File: src/rtl/fb_pkg.sv
// rtl/fb_pkg.sv - framebuffer geometry, pixel/address types and clear-engine state encoding
package fb_pkg;
  localparam int FB_H_RES  = 320;
  localparam int FB_V_RES  = 240;
  localparam int FB_WORDS  = FB_H_RES * FB_V_RES;
  localparam int FB_ADDR_W = 17;
  localparam int FB_DATA_W = 12;

  typedef logic [FB_DATA_W-1:0] pixel_t;
  typedef logic [FB_ADDR_W-1:0] fb_addr_t;

  typedef enum logic {
    CLR_IDLE   = 1'b0,
    CLR_ACTIVE = 1'b1
  } clr_state_t;

  function automatic logic addr_oor(input logic [31:0] addr, input int words);
    return addr >= 32'(words);
  endfunction
endpackage

File: src/rtl/fb_clear_fsm.sv
// rtl/fb_clear_fsm.sv - framebuffer clear engine: fills words 0..WORDS-1 with a latched colour, one per cycle
module fb_clear_fsm import fb_pkg::*; #(
  parameter int ADDR_W = FB_ADDR_W,
  parameter int DATA_W = FB_DATA_W,
  parameter int WORDS  = FB_WORDS
) (
  input  logic              clk,
  input  logic              rst,
  input  logic              clr_start,
  input  logic [DATA_W-1:0] clr_color,
  output logic              clr_busy,
  output logic              clr_we,
  output logic [ADDR_W-1:0] clr_addr,
  output logic [DATA_W-1:0] clr_din
);
  clr_state_t        state_q, state_d;
  logic [ADDR_W-1:0] cnt_q, cnt_d;
  logic [DATA_W-1:0] color_q, color_d;
  logic              last;

  always_comb begin
    state_d  = state_q;
    cnt_d    = cnt_q;
    color_d  = color_q;
    clr_busy = 1'b0;
    clr_we   = 1'b0;
    clr_addr = '0;
    clr_din  = '0;
    last     = (32'(cnt_q) == 32'(WORDS - 1));
    case (state_q)
      CLR_IDLE: begin
        // Colour is captured at start so the caller need not hold it.
        if (clr_start) begin
          state_d = CLR_ACTIVE;
          cnt_d   = '0;
          color_d = clr_color;
        end
      end
      CLR_ACTIVE: begin
        clr_busy = 1'b1;
        clr_we   = 1'b1;
        clr_addr = cnt_q;
        clr_din  = color_q;
        if (last) begin
          state_d = CLR_IDLE;
        end else begin
          cnt_d = cnt_q + ADDR_W'(1);
        end
      end
      default: state_d = CLR_IDLE;
    endcase
  end

  always_ff @(posedge clk) begin
    if (rst) begin
      state_q <= CLR_IDLE;
      cnt_q   <= '0;
      color_q <= '0;
    end else begin
      state_q <= state_d;
      cnt_q   <= cnt_d;
      color_q <= color_d;
    end
  end
endmodule

File: src/rtl/fb_port_arbiter.sv
// rtl/fb_port_arbiter.sv - read-priority framebuffer BRAM port arbiter with write anti-starvation
// Optional clear engine enabled by defining FB_ARB_CLEAR_EN.
module fb_port_arbiter import fb_pkg::*; #(
  parameter int ADDR_W     = FB_ADDR_W,
  parameter int DATA_W     = FB_DATA_W,
  parameter int FB_WORDS   = fb_pkg::FB_WORDS,
  parameter int RAM_LAT    = 1,
  parameter int MAX_RD_RUN = 8
) (
  input  logic              clk,
  input  logic              rst,
  input  logic              rd_req,
  input  logic [ADDR_W-1:0] rd_addr,
  output logic              rd_gnt,
  output logic              rd_valid,
  output logic [DATA_W-1:0] rd_data,
  input  logic              wr_req,
  input  logic [ADDR_W-1:0] wr_addr,
  input  logic [DATA_W-1:0] wr_data,
  output logic              wr_gnt,
  output logic [ADDR_W-1:0] ram_addr,
  output logic [DATA_W-1:0] ram_din,
  output logic              ram_we,
  input  logic [DATA_W-1:0] ram_dout,
`ifdef FB_ARB_CLEAR_EN
  input  logic              clr_start,
  input  logic [DATA_W-1:0] clr_color,
  output logic              clr_busy,
`endif
  output logic              err_oor
);
  localparam int RUN_W = $clog2(MAX_RD_RUN + 1);

  logic [RUN_W-1:0]   run_cnt_q, run_cnt_d;
  logic [RAM_LAT-1:0] vld_q, vld_d;
  logic [RAM_LAT-1:0] oor_pipe_q, oor_pipe_d;
  logic               err_q, err_d;
  logic               rd_oor, wr_oor, starve, busy;
  logic               clr_we;
  logic [ADDR_W-1:0]  clr_addr;
  logic [DATA_W-1:0]  clr_din;

`ifdef FB_ARB_CLEAR_EN
  fb_clear_fsm #(
    .ADDR_W (ADDR_W),
    .DATA_W (DATA_W),
    .WORDS  (FB_WORDS)
  ) u_clear (
    .clk       (clk),
    .rst       (rst),
    .clr_start (clr_start),
    .clr_color (clr_color),
    .clr_busy  (busy),
    .clr_we    (clr_we),
    .clr_addr  (clr_addr),
    .clr_din   (clr_din)
  );
  assign clr_busy = busy && !rst;
`else
  assign busy     = 1'b0;
  assign clr_we   = 1'b0;
  assign clr_addr = '0;
  assign clr_din  = '0;
`endif

  always_comb begin
    rd_oor   = addr_oor(32'(rd_addr), FB_WORDS);
    wr_oor   = addr_oor(32'(wr_addr), FB_WORDS);
    // A write that has waited out MAX_RD_RUN read grants takes the next slot.
    starve   = wr_req && (run_cnt_q == RUN_W'(MAX_RD_RUN));
    rd_gnt   = 1'b0;
    wr_gnt   = 1'b0;
    ram_we   = 1'b0;
    ram_addr = '0;
    ram_din  = '0;
    if (!rst && !busy) begin
      if (rd_req && !starve) begin
        rd_gnt = 1'b1;
      end else if (wr_req) begin
        wr_gnt = 1'b1;
      end
    end
    if (!rst) begin
      if (busy) begin
        ram_we   = clr_we;
        ram_addr = clr_addr;
        ram_din  = clr_din;
      end else if (rd_gnt && !rd_oor) begin
        ram_addr = rd_addr;
      end else if (wr_gnt && !wr_oor) begin
        ram_we   = 1'b1;
        ram_addr = wr_addr;
        ram_din  = wr_data;
      end
    end
  end

  always_comb begin
    run_cnt_d = run_cnt_q;
    if (!wr_req || wr_gnt) begin
      run_cnt_d = '0;
    end else if (rd_gnt) begin
      run_cnt_d = run_cnt_q + RUN_W'(1);
    end
    vld_d      = (vld_q << 1) | RAM_LAT'(rd_gnt);
    oor_pipe_d = (oor_pipe_q << 1) | RAM_LAT'(rd_gnt && rd_oor);
    err_d      = (rd_gnt && rd_oor) || (wr_gnt && wr_oor);
  end

  always_ff @(posedge clk) begin
    if (rst) begin
      run_cnt_q  <= '0;
      vld_q      <= '0;
      oor_pipe_q <= '0;
      err_q      <= 1'b0;
    end else begin
      run_cnt_q  <= run_cnt_d;
      vld_q      <= vld_d;
      oor_pipe_q <= oor_pipe_d;
      err_q      <= err_d;
    end
  end

  // Out-of-range reads still return a beat on schedule, but with zero data.
  assign rd_valid = !rst && vld_q[RAM_LAT-1];
  assign rd_data  = (rd_valid && !oor_pipe_q[RAM_LAT-1]) ? ram_dout : '0;
  assign err_oor  = !rst && err_q;
endmodule

File: config.mk
export PLATFORM = sky130hd
export DESIGN_NAME = fb_port_arbiter
export DESIGN_NICKNAME = d
export VERILOG_FILES = /design/src/rtl/fb_pkg.sv /design/src/rtl/fb_clear_fsm.sv /design/src/rtl/fb_port_arbiter.sv
export SDC_FILE = /design/constraint.sdc
export NUM_CORES = 1
export LEC_CHECK = 0
export ABC_AREA = 1
export CAP_MARGIN = 20
export CORE_ASPECT_RATIO = 0.5
export CORE_MARGIN = 1.5
export CORE_UTILIZATION = 27
export CTS_BUF_LIST = sky130_fd_sc_hd__clkbuf_2
export DETAILED_ROUTE_END_ITERATION = 6
export PLACE_DENSITY = 0.83
export SYNTH_ARGS = -nofsm -noshare
export SYNTH_HDL_FRONTEND = slang
export SYNTH_SLANG_ARGS = --single-unit
File: constraint.sdc
create_clock -name clk -period 2.05 [get_ports clk]
set_clock_uncertainty 0.05 [all_clocks]
set_input_delay 0.41 -clock clk [delete_from_list [all_inputs] [get_ports clk]]
set_output_delay 0.41 -clock clk [all_outputs]
set_load 0.02 [all_outputs]
==> impl_metrics.tcl, run 1 <==
set metrics [dict create \
    outcome "complete, but fails checks" \
    violations "negative setup slack" \
    post-synth-top-count-cell "nand2_1" \
    syn_area_um2 863 \
    place_congestion 0.830 \
    die-area_mm2 0.00357 \
    crit_chain "inv_2 -> ha_4 -> nand2_1 -> inv_1 -> nand2_2 -> nand2_4 -> nand2_4 -> a21oi_4 -> buf_12 -> nand2_1 -> nand2_2 -> buf_6" \
    required_ps 1590 \
    crit_arrival_ps 1770 \
    dr.first_iter.drc_count 65 \
    dp_hpwl_um 3130 \
    cpMaxStageDelayCell "dfxtp_2" \
    synth-edff-count 0 \
    relSlewSlack_pct 84.1 \
    r2r_start "run_cnt_q[1]" \
    crit_path_max_incr_delay_ps 330 \
    yosysTopAreaCellShare_pct 25.7 \
    layout.nets 368 \
    yosysWarnings 0 \
    io_pins 108 \
    maxCapViolCount 0 \
    ff2ff_path_depth 12 \
    vias_per_cell 4.60 \
    cts_tree "yes" \
    detail_route.wl_per_cell_um 15.7 \
    cp_num_buf_inv 4 \
    path_clk_slew_ps 70 \
    placed_cell_area_mm2 0.00213 \
    rsz0062_at_grt "true" \
    synth_top_cell_by_area "nand2_1" \
    ant_nets 0 \
    antenna_found_initial 0 \
    hold_slack_ps 462 \
    ys_seq_elements 7 \
    tightest_slew_ps 240 \
    worst-path-stages 12 \
    multi_input_area_um2 826 \
    worstSetupPathType "flop to primary output" \
    p_leak_uw 0.00135 \
    grt_max_degree 13 \
    syn_to_final_growth_pct 200 \
    start_kind "flop" \
    grt_pass1_wl_um 7620 \
    async_flop_share_pct 0 \
    cts_inserted_buffers 3 \
    yosys_most_used_dff "dfxtp_1" \
    nFillCells 149 \
    num_rows 14 \
    clkSinkCount 7 \
    hold_viol_final 0 \
    grt_use_total_pct 27.9 \
    die_w_um 83.0 \
    hold_path.class "flop to flop" \
    crit_family "simple AND/OR/NAND/NOR gates" \
    h-tree-depth 1 \
    total_power_uw 649 \
    ys_top_cells_by_count "59 x nand2_1, 41 x inv_1, 23 x nor2_1" \
    max_freq_mhz 448 \
    cts.path.max_buffers 2 \
    endpoint_kind "primary output" \
    r2r-end "err_q" \
    layout-drive-gt1-share_pct 48.8 \
    grt_pass1_vias 1592 \
    synth_area_leaders "nand2_1 26%, inv_1 18%, dfxtp_1 16%" \
    fin_crit_sh_pct 109 \
    grt.overflow.total 0 \
    num_vias 1579 \
    period_needed_ps 2230 \
    start_util_pct 28.5 \
    final_max_slew_viol_count 0 \
    diodes 0 \
    die_height_um 43.0 \
    crit_path_max_fanout 8 \
    hold_buffers 0 \
    setup_ws_ps -183 \
    finalSetupViolations 30 \
    endpoint "ram_addr[0]" \
    ff2ff_setup_slack_ps 370 \
    cts_root_buf "clkbuf_2" \
    clock_latency_ps 220 \
    seq_area_frac_synth_pct 16.2 \
    powerDensity_mw_per_mm2 251 \
    drcViolationCount 0 \
    peakVddDrop_v 0.000299 \
    syn_area_per_cell_um2 5.20 \
    seqCellArea_um2 143 \
    portBuffers 107 \
    synthCells 166 \
    crit_start "run_cnt_q[1]" \
    firstDrtPassIters 4 \
    coreArea_mm2 0.00303 \
    design_area_mm2 0.00259 \
    drt-total-wl_um 5400 \
    syn-num-nets 230 \
    synthDistinctLibCells 21 \
]
==> per-stage QoR <==
stage	cells	setup slack, ps	TNS, ps	util (%)
final	343	-183	-4430	85.4
after global placement	330	-688	-28010	70.4
after CTS	342	-145	-3080	82.7
after detailed placement	330	-745	-29470	70.4
after global routing	343	-278	-7860	85.4
after floorplan	166	125	0	-
==> cells by family (layout without fill, tap and decap cells) <==
| family | Yosys count | in the layout | synth area share (%) |
|---|---|---|---|
| compound gates | 6 | 6 | 5.22 |
| fa+ha+maj | 2 | 2 | 2.90 |
| simple gates | 103 | 103 | 51.2 |
| flops | 7 | 7 | 16.2 |
| xor+xnor | 2 | 2 | 2.03 |
| buf+inv | 46 | 183 | 22.5 |
==> worst min-delay path by stage <==
| stage | from | to | slack (ps) | cells after the start |
|---|---|---|---|---|
| 2_1_floorplan | run_cnt_q[0] | run_cnt_q[0] | 380 | 1 |
| 3_3_place_gp | run_cnt_q[0] | run_cnt_q[0] | 460 | 2 |
| 3_5_place_dp | run_cnt_q[0] | run_cnt_q[0] | 460 | 2 |
| 4_1_cts | run_cnt_q[0] | run_cnt_q[0] | 470 | 2 |
| 5_1_grt | run_cnt_q[0] | run_cnt_q[0] | 480 | 2 |
| 6_report | run_cnt_q[0] | run_cnt_q[0] | 460 | 2 |
==> area by class of cell <==
| cell class | instances | share of cell area (%) |
|---|---|---|
| Multi-Input combinational cell | 113 | 31.9 |
| Tap cell | 40 | 1.93 |
| Inverter | 42 | 6.82 |
| Clock buffer | 4 | 0.774 |
| Sequential cell | 7 | 5.51 |
| Timing Repair Buffer | 136 | 52.4 |
| Timing Repair inverter | 1 | 0.629 |
==> registers in the layout, indices dropped and copies added, names as in the netlist <==
| signal | cells |
|---|---|
| run_cnt_q | 4 |
| oor_pipe_q | 1 |
| err_q | 1 |
| vld_q | 1 |
==> cell usage in the layout, fill, tap and decap left out, drive strengths merged <==
| master | count |
|---|---|
| xor2 | 1 |
| a21oi | 4 |
| xnor2 | 1 |
| inv | 43 |
| clkbuf | 4 |
| ha | 2 |
| nand4 | 1 |
| nor2 | 34 |
| dfxtp | 7 |
| buf | 64 |
| dlygate4sd2 | 15 |
| clkdlybuf4s50 | 48 |
| nand2 | 62 |
| o21ai | 2 |
| clkdlybuf4s15 | 9 |
| nand3 | 6 |
==> tightest hold or removal path: cells and delay by family (launching register included) <==
family | cells | cell delay [ps]
buffers and inverters | 1 | 110
flip-flops | 1 | 330
AND/OR/NAND/NOR | 1 | 40
==> report_power, final <==
part | switching (uW) | internal [uW] | leakage (uW)
sequential | 1.78 | 140 | 0.0000580
combinational | 194 | 216 | 0.00128
clock | 46.3 | 51.9 | 0.0000166
==> layer usage <==
layer	part of all wire (%)	vias up	wire [um]	global-route usage (%)
met2	55	71	3000	57.1
met4	4.2	0	227	14.7
met1	36	737	1960	27.3
li1	-	747	-	-
met5	0	-	0	0
met3	4.0	24	216	5.06
==> what timing repair did <==
action                     4_1_cts  5_1_grt
resized for setup              307       43
buffers inserted                 5        4
pin swaps                       28        9
setup endpoints to repair       46       44
cloned                           3        0
No activity file was read; power rests on OpenSTA's default activity.
==> inputs of run 2 (changes only) <==
Settings changed: CORE_MARGIN 1.5 to unset, MAX_ROUTING_LAYER set to met4.
==> run 2 against run 1 <==
Against the previous run: the flow still finishes with violations (negative setup slack); die area decreased by 3.5%; critical path depth unchanged; combinational power down 13%; sequential cell count did not move; final area shrank 12%; sequential share of layout area increased by 0.73 points; count of clock-buffer cells in the layout is the same; largest power group unchanged; highest routed layer unchanged.
==> impl_metrics.tcl, run 2 (synthesized netlist as in run 1, its figures left out) <==
set metrics [dict create \
    dr.first_iter.drc_count 18 \
    cpMostUsedCell "nand2_2" \
    layout.nets 363 \
    start_util_pct 28.5 \
    period_needed_ps 2200 \
    total_power_uw 601 \
    maxCapViolCount 0 \
    coreArea_mm2 0.00303 \
    clock_latency_ps 230 \
    max_freq_mhz 455 \
    io_pins 108 \
    largest_reg_flops 4 \
    place_congestion 0.798 \
    grt_pass1_wl_um 6270 \
    grt_pass1_vias 1387 \
    num_rows 14 \
    violations "negative setup slack" \
    setup_ws_ps -148 \
    p_leak_uw 0.00121 \
    final_cell_mix "56 x nand2_1, 55 x clkdlybuf4s50_1, 36 x inv_1, 32 x buf_6, 20 x buf_4" \
    firstDrtPassIters 4 \
    worstSetupPathType "flop to primary output" \
    cts.path.max_buffers 2 \
    hold_viol_final 0 \
    num_vias 1401 \
    rsz0062_at_grt "true" \
    grt_use_total_pct 24.6 \
    fin_crit_sh_pct 107 \
    cts_tree "yes" \
    portBuffers 107 \
    detail_route.wl_per_cell_um 12.0 \
    crit_path_max_fanout 12 \
    ant_nets 0 \
    drt-total-wl_um 4050 \
    outcome "complete, but fails checks" \
    layout-drive-gt1-share_pct 35.9 \
    grt.overflow.total 0 \
    required_ps 1590 \
    place_ws_ps -755 \
    h-tree-depth 1 \
    regMostFlops "run_cnt_q" \
    finalSetupViolations 29 \
    tightest_slew_ps 226 \
    hold_path.class "flop to flop" \
    drcViolationCount 0 \
    r2r_start "run_cnt_q[0]" \
    fin_util_pct 75.4 \
    hp-start "run_cnt_q[0]" \
    clkSinkCount 7 \
    syn_to_final_growth_pct 164 \
    path_clk_slew_ps 70 \
    dp_hpwl_um 3070 \
    vias_per_cell 4.14 \
    final_max_slew_viol_count 0 \
    die_w_um 82.0 \
    endpoint_kind "primary output" \
    start_kind "flop" \
    die_height_um 42.0 \
    tns_ps -3420 \
    crit_chain "inv_2 -> ha_4 -> nand2_1 -> inv_1 -> nand2_2 -> nand2_2 -> nand2_2 -> a21oi_4 -> buf_12 -> inv_12 -> nor2_4 -> buf_6" \
    diodes 0 \
    powerDensity_mw_per_mm2 263 \
    layout_commonest_cell "nand2_1" \
    antenna_found_initial 0 \
    crit_arrival_ps 1740 \
    crit_start "run_cnt_q[0]" \
    cts_inserted_buffers 3 \
    cpMaxStageDelayCell "dfxtp_2" \
    crit_path_max_incr_delay_ps 330 \
    grt_max_degree 17 \
    relSlewSlack_pct 84.9 \
    peakVddDrop_v 0.000347 \
    die-area_mm2 0.00344 \
    cts_root_buf "clkbuf_2" \
]
==> run 2: final timing paths <==
path | endpoint | slack [ps] | cells past startpoint
min | run_cnt_q[0] | 580 | 3
max | ram_din[11] | -150 | 12
min reg2reg | run_cnt_q[0] | 580 | 3
max reg2reg | run_cnt_q[0] | 530 | 12
==> run 2: final cells by class <==
| cell class | count | area [um2] |
|---|---|---|
| well taps | 40 | 50.0 |
| multi-input cells | 114 | 634 |
| clock buffers | 4 | 20.0 |
| repair buffers | 131 | 1270 |
| inverters | 42 | 170 |
| flip-flops and latches | 7 | 143 |
| fillers | 226 | 747 |
==> run 2: report_power, final <==
part	total, uW	leakage [uW]	internal, uW	switching [uW]
Combinational	354	0.00113	200	154
Sequential	141	0.0000580	140	1.32
Clock	105	0.0000166	51.9	53.5
==> run 2: timing repair <==
item                       in CTS  in global routing
gates cloned                    2                  0
hold buffers                    0                  0
gates resized for setup       241                 29
pin swaps                       7                  2
buffers inserted                3                  0
setup endpoints to repair      46                 42
==> run 2: per-layer routing <==
metal	share of wire, %	global-route usage [%]
met2	58	47.8
met5	0	-
met1	37	25.1
met3	4.5	4.35
met4	0.72	6.67
==> run 2: worst max-delay path: cells and delay by family (launching register included) <==
kind / cells / cell delay, ps
fa+ha+maj: 1 / 130
simple gates: 5 / 340
buf+inv: 5 / 490
flops: 1 / 330
compound gates: 1 / 210
==> run 2: through the flow <==
stage | std cells | hold slack [ps] | area (um2)
after floorplan | 166 | 380 | 863
after global placement | 330 | 456 | 2130
after detailed placement | 330 | 466 | 2130
after CTS | 339 | 577 | 2300
after global routing | 338 | 616 | 2280
final | 338 | 578 | 2280
==> inputs of run 3 (changes only) <==
Settings changed: ABC_AREA 1 to 0, CORE_UTILIZATION 27 to 25.
==> run 3 against run 2 <==
Against the previous run: the flow still finishes with violations (negative setup slack); final area shrank 2.7%; register-to-register slack improved by 100 ps; fmax shrank 1.6%; worst hold slack got worse by 110 ps; worst setup slack worse by 36 ps; wire length increased by 16%; non-clock buffer count increased by 4.
==> impl_metrics.tcl, run 3 <==
set metrics [dict create \
    outcome "complete, but fails checks" \
    violations "negative setup slack" \
    die-area_mm2 0.00328 \
    detail_route.wl_per_cell_um 17.8 \
    crit_arrival_ps 1770 \
    final_max_slew_viol_count 0 \
    diodes 0 \
    grt_pass1_wl_um 6560 \
    dr.first_iter.drc_count 32 \
    synth_area_leaders "and2_1 20%, a22o_1 18%, dfxtp_1 18%" \
    num_vias 1264 \
    cpMostUsedCell "buf_12" \
    place_congestion 0.720 \
    setup_ws_ps -183 \
    synthDistinctLibCells 28 \
    seq_area_frac_synth_pct 18.4 \
    tns_ps -4280 \
    h-tree-depth 1 \
    grt_max_degree 16 \
    multi_input_area_um2 681 \
    relSlewSlack_pct 81.1 \
    die_height_um 41.0 \
    cp_num_buf_inv 4 \
    layout.nets 291 \
    start_kind "input pin" \
    cts_root_buf "clkbuf_2" \
    path_clk_slew_ps 80 \
    crit_path_max_incr_delay_ps 300 \
    num_rows 13 \
    seqCellArea_um2 143 \
    regMostFlops "run_cnt_q" \
    drt-total-wl_um 4680 \
    syn-num-nets 156 \
    p_leak_uw 0.00105 \
    endpoint_kind "primary output" \
    drcViolationCount 0 \
    grt_pass1_vias 1288 \
    r2r-end "err_q" \
    firstDrtPassIters 4 \
    cts_tree "yes" \
    ant_nets 0 \
    start_util_pct 27.8 \
    syn_area_per_cell_um2 8.27 \
    hp-start "run_cnt_q[0]" \
    hold_path.class "flop to flop" \
    ys_seq_elements 7 \
    synth_top_cell_by_area "and2_1" \
    ys_top_cells_by_count "24 x and2_1, 16 x a22o_1, 7 x dfxtp_1, 7 x nor2_1, 5 x inv_1" \
    grt_use_total_pct 29.4 \
    yosysTopAreaCellShare_pct 19.7 \
    layout-drive-gt1-share_pct 47.3 \
    grt.overflow.total 0 \
    crit_path_max_fanout 7 \
    clkSinkCount 7 \
    hold_viol_final 0 \
    worst-path-stages 8 \
    layout_commonest_cell "clkdlybuf4s50_1" \
    clock_latency_ps 240 \
    antenna_found_initial 0 \
    vias_per_cell 4.81 \
    cts.path.max_buffers 2 \
    fin_crit_sh_pct 109 \
    coreArea_mm2 0.00273 \
    async_flop_share_pct 0 \
    synthCells 92 \
    ff2ff_path_depth 6 \
    crit_chain "clkdlybuf4s15_1 -> a211oi_4 -> a21boi_4 -> nor2b_4 -> buf_12 -> buf_12 -> a22o_1 -> buf_6" \
    ff2ff_setup_slack_ps 630 \
    holdPathEnd "run_cnt_q[0]" \
    io_pins 108 \
    worstSetupPathType "input pin to primary output" \
    finalSetupViolations 29 \
    syn_area_um2 761 \
    max_freq_mhz 448 \
    rsz0062_at_grt "true" \
    portBuffers 107 \
    syn_to_final_growth_pct 192 \
    period_needed_ps 2230 \
    r2r_start "run_cnt_q[0]" \
    powerDensity_mw_per_mm2 273 \
    post-synth-top-count-cell "and2_1" \
    tightest_slew_ps 281 \
    yosys_most_used_dff "dfxtp_1" \
    yosysWarnings 0 \
    final_cell_mix "45 x clkdlybuf4s50_1, 38 x buf_6, 26 x buf_4, 18 x and2_1, 15 x a22o_1" \
    synth-edff-count 0 \
    die_w_um 80.0 \
    required_ps 1590 \
    dp_hpwl_um 3020 \
    largest_reg_flops 4 \
    crit_family "buffers and inverters" \
    worstHoldPathCells 2 \
    maxCapViolCount 0 \
    place_ws_ps -865 \
    nFillCells 163 \
    cts_inserted_buffers 3 \
    peakVddDrop_v 0.000296 \
    cpMaxStageDelayCell "a211oi_4" \
]
[run 3: cell types whose count changed after synthesis, moves of 4 or more]
cell / delta
inv_1: -36
nand2_1: -56
and2_1: +24
nor2_1: -16
nor2b_1: +4
a22o_1: +16
nor2_2: -10
[run 3: tightest hold or removal path, cell delays in order, from the launching register on]
cell and delay (ps):
dfxtp_2 340, buf_4 110, nor2_1 40
[run 3: routing by layer]
layer / up-vias / track usage [%] / wire (um) / part of all wire (%)
met2: 49 / 56.8 / 2530 / 54
met3: 8 / 6.67 / 231 / 4.9
met1: 616 / 30.3 / 1840 / 39
met4: 0 / 14.3 / 78 / 1.7
met5: - / - / 0 / 0
li1: 591 / - / - / -
[run 3: metrics by stage]
stage / hold slack, ps / cell area (um2) / util, % / cells / total power [uW]
floorplan: 380 / 761 / - / 92 / 245
global placement: 456 / 2000 / 73.3 / 250 / 452
detailed placement: 472 / 2000 / 73.3 / 250 / 458
CTS: 476 / 2270 / 83.0 / 265 / 606
global route: 486 / 2220 / 81.3 / 263 / 629
finish: 472 / 2220 / 81.3 / 263 / 607
[run 3: layout make-up]
cell class / instances / share of cell area (%)
clock buffers: 4 / 0.901
repair buffers: 135 / 59.1
inverters: 5 / 0.845
multi-input cells: 75 / 30.6
flip-flops and latches: 7 / 6.42
well taps: 37 / 2.08
[run 3: kinds of logic after synthesis]
family / share of synthesized area [%]
AO/OA/AOI/OAI: 29.4
buffers and inverters: 8.06
AND/OR/NAND/NOR: 38.5
adder cells (fa/ha/maj): 3.29
XOR/XNOR: 2.30
flip-flops: 18.4
[run 3: timing repair]
item	CTS	global route
resized for setup	305	13
buffers inserted	7	2
gates cloned	4	0
pin swaps	25	11
hold buffers	0	0
setup endpoints to repair	46	43
[run 3: worst max path at each step]
stage	start	end
floorplan	run_cnt_q[0]	ram_addr[10]
global placement	rd_addr[11]	ram_addr[16]
detailed placement	rd_addr[11]	ram_addr[10]
CTS	run_cnt_q[1]	ram_addr[0]
global route	run_cnt_q[0]	ram_addr[0]
finish	wr_addr[15]	ram_addr[8]
[run 3: power by group]
part,internal [uW],switching (uW)
logic,215,142
registers,140,2.03
clock network,51.9,56.8
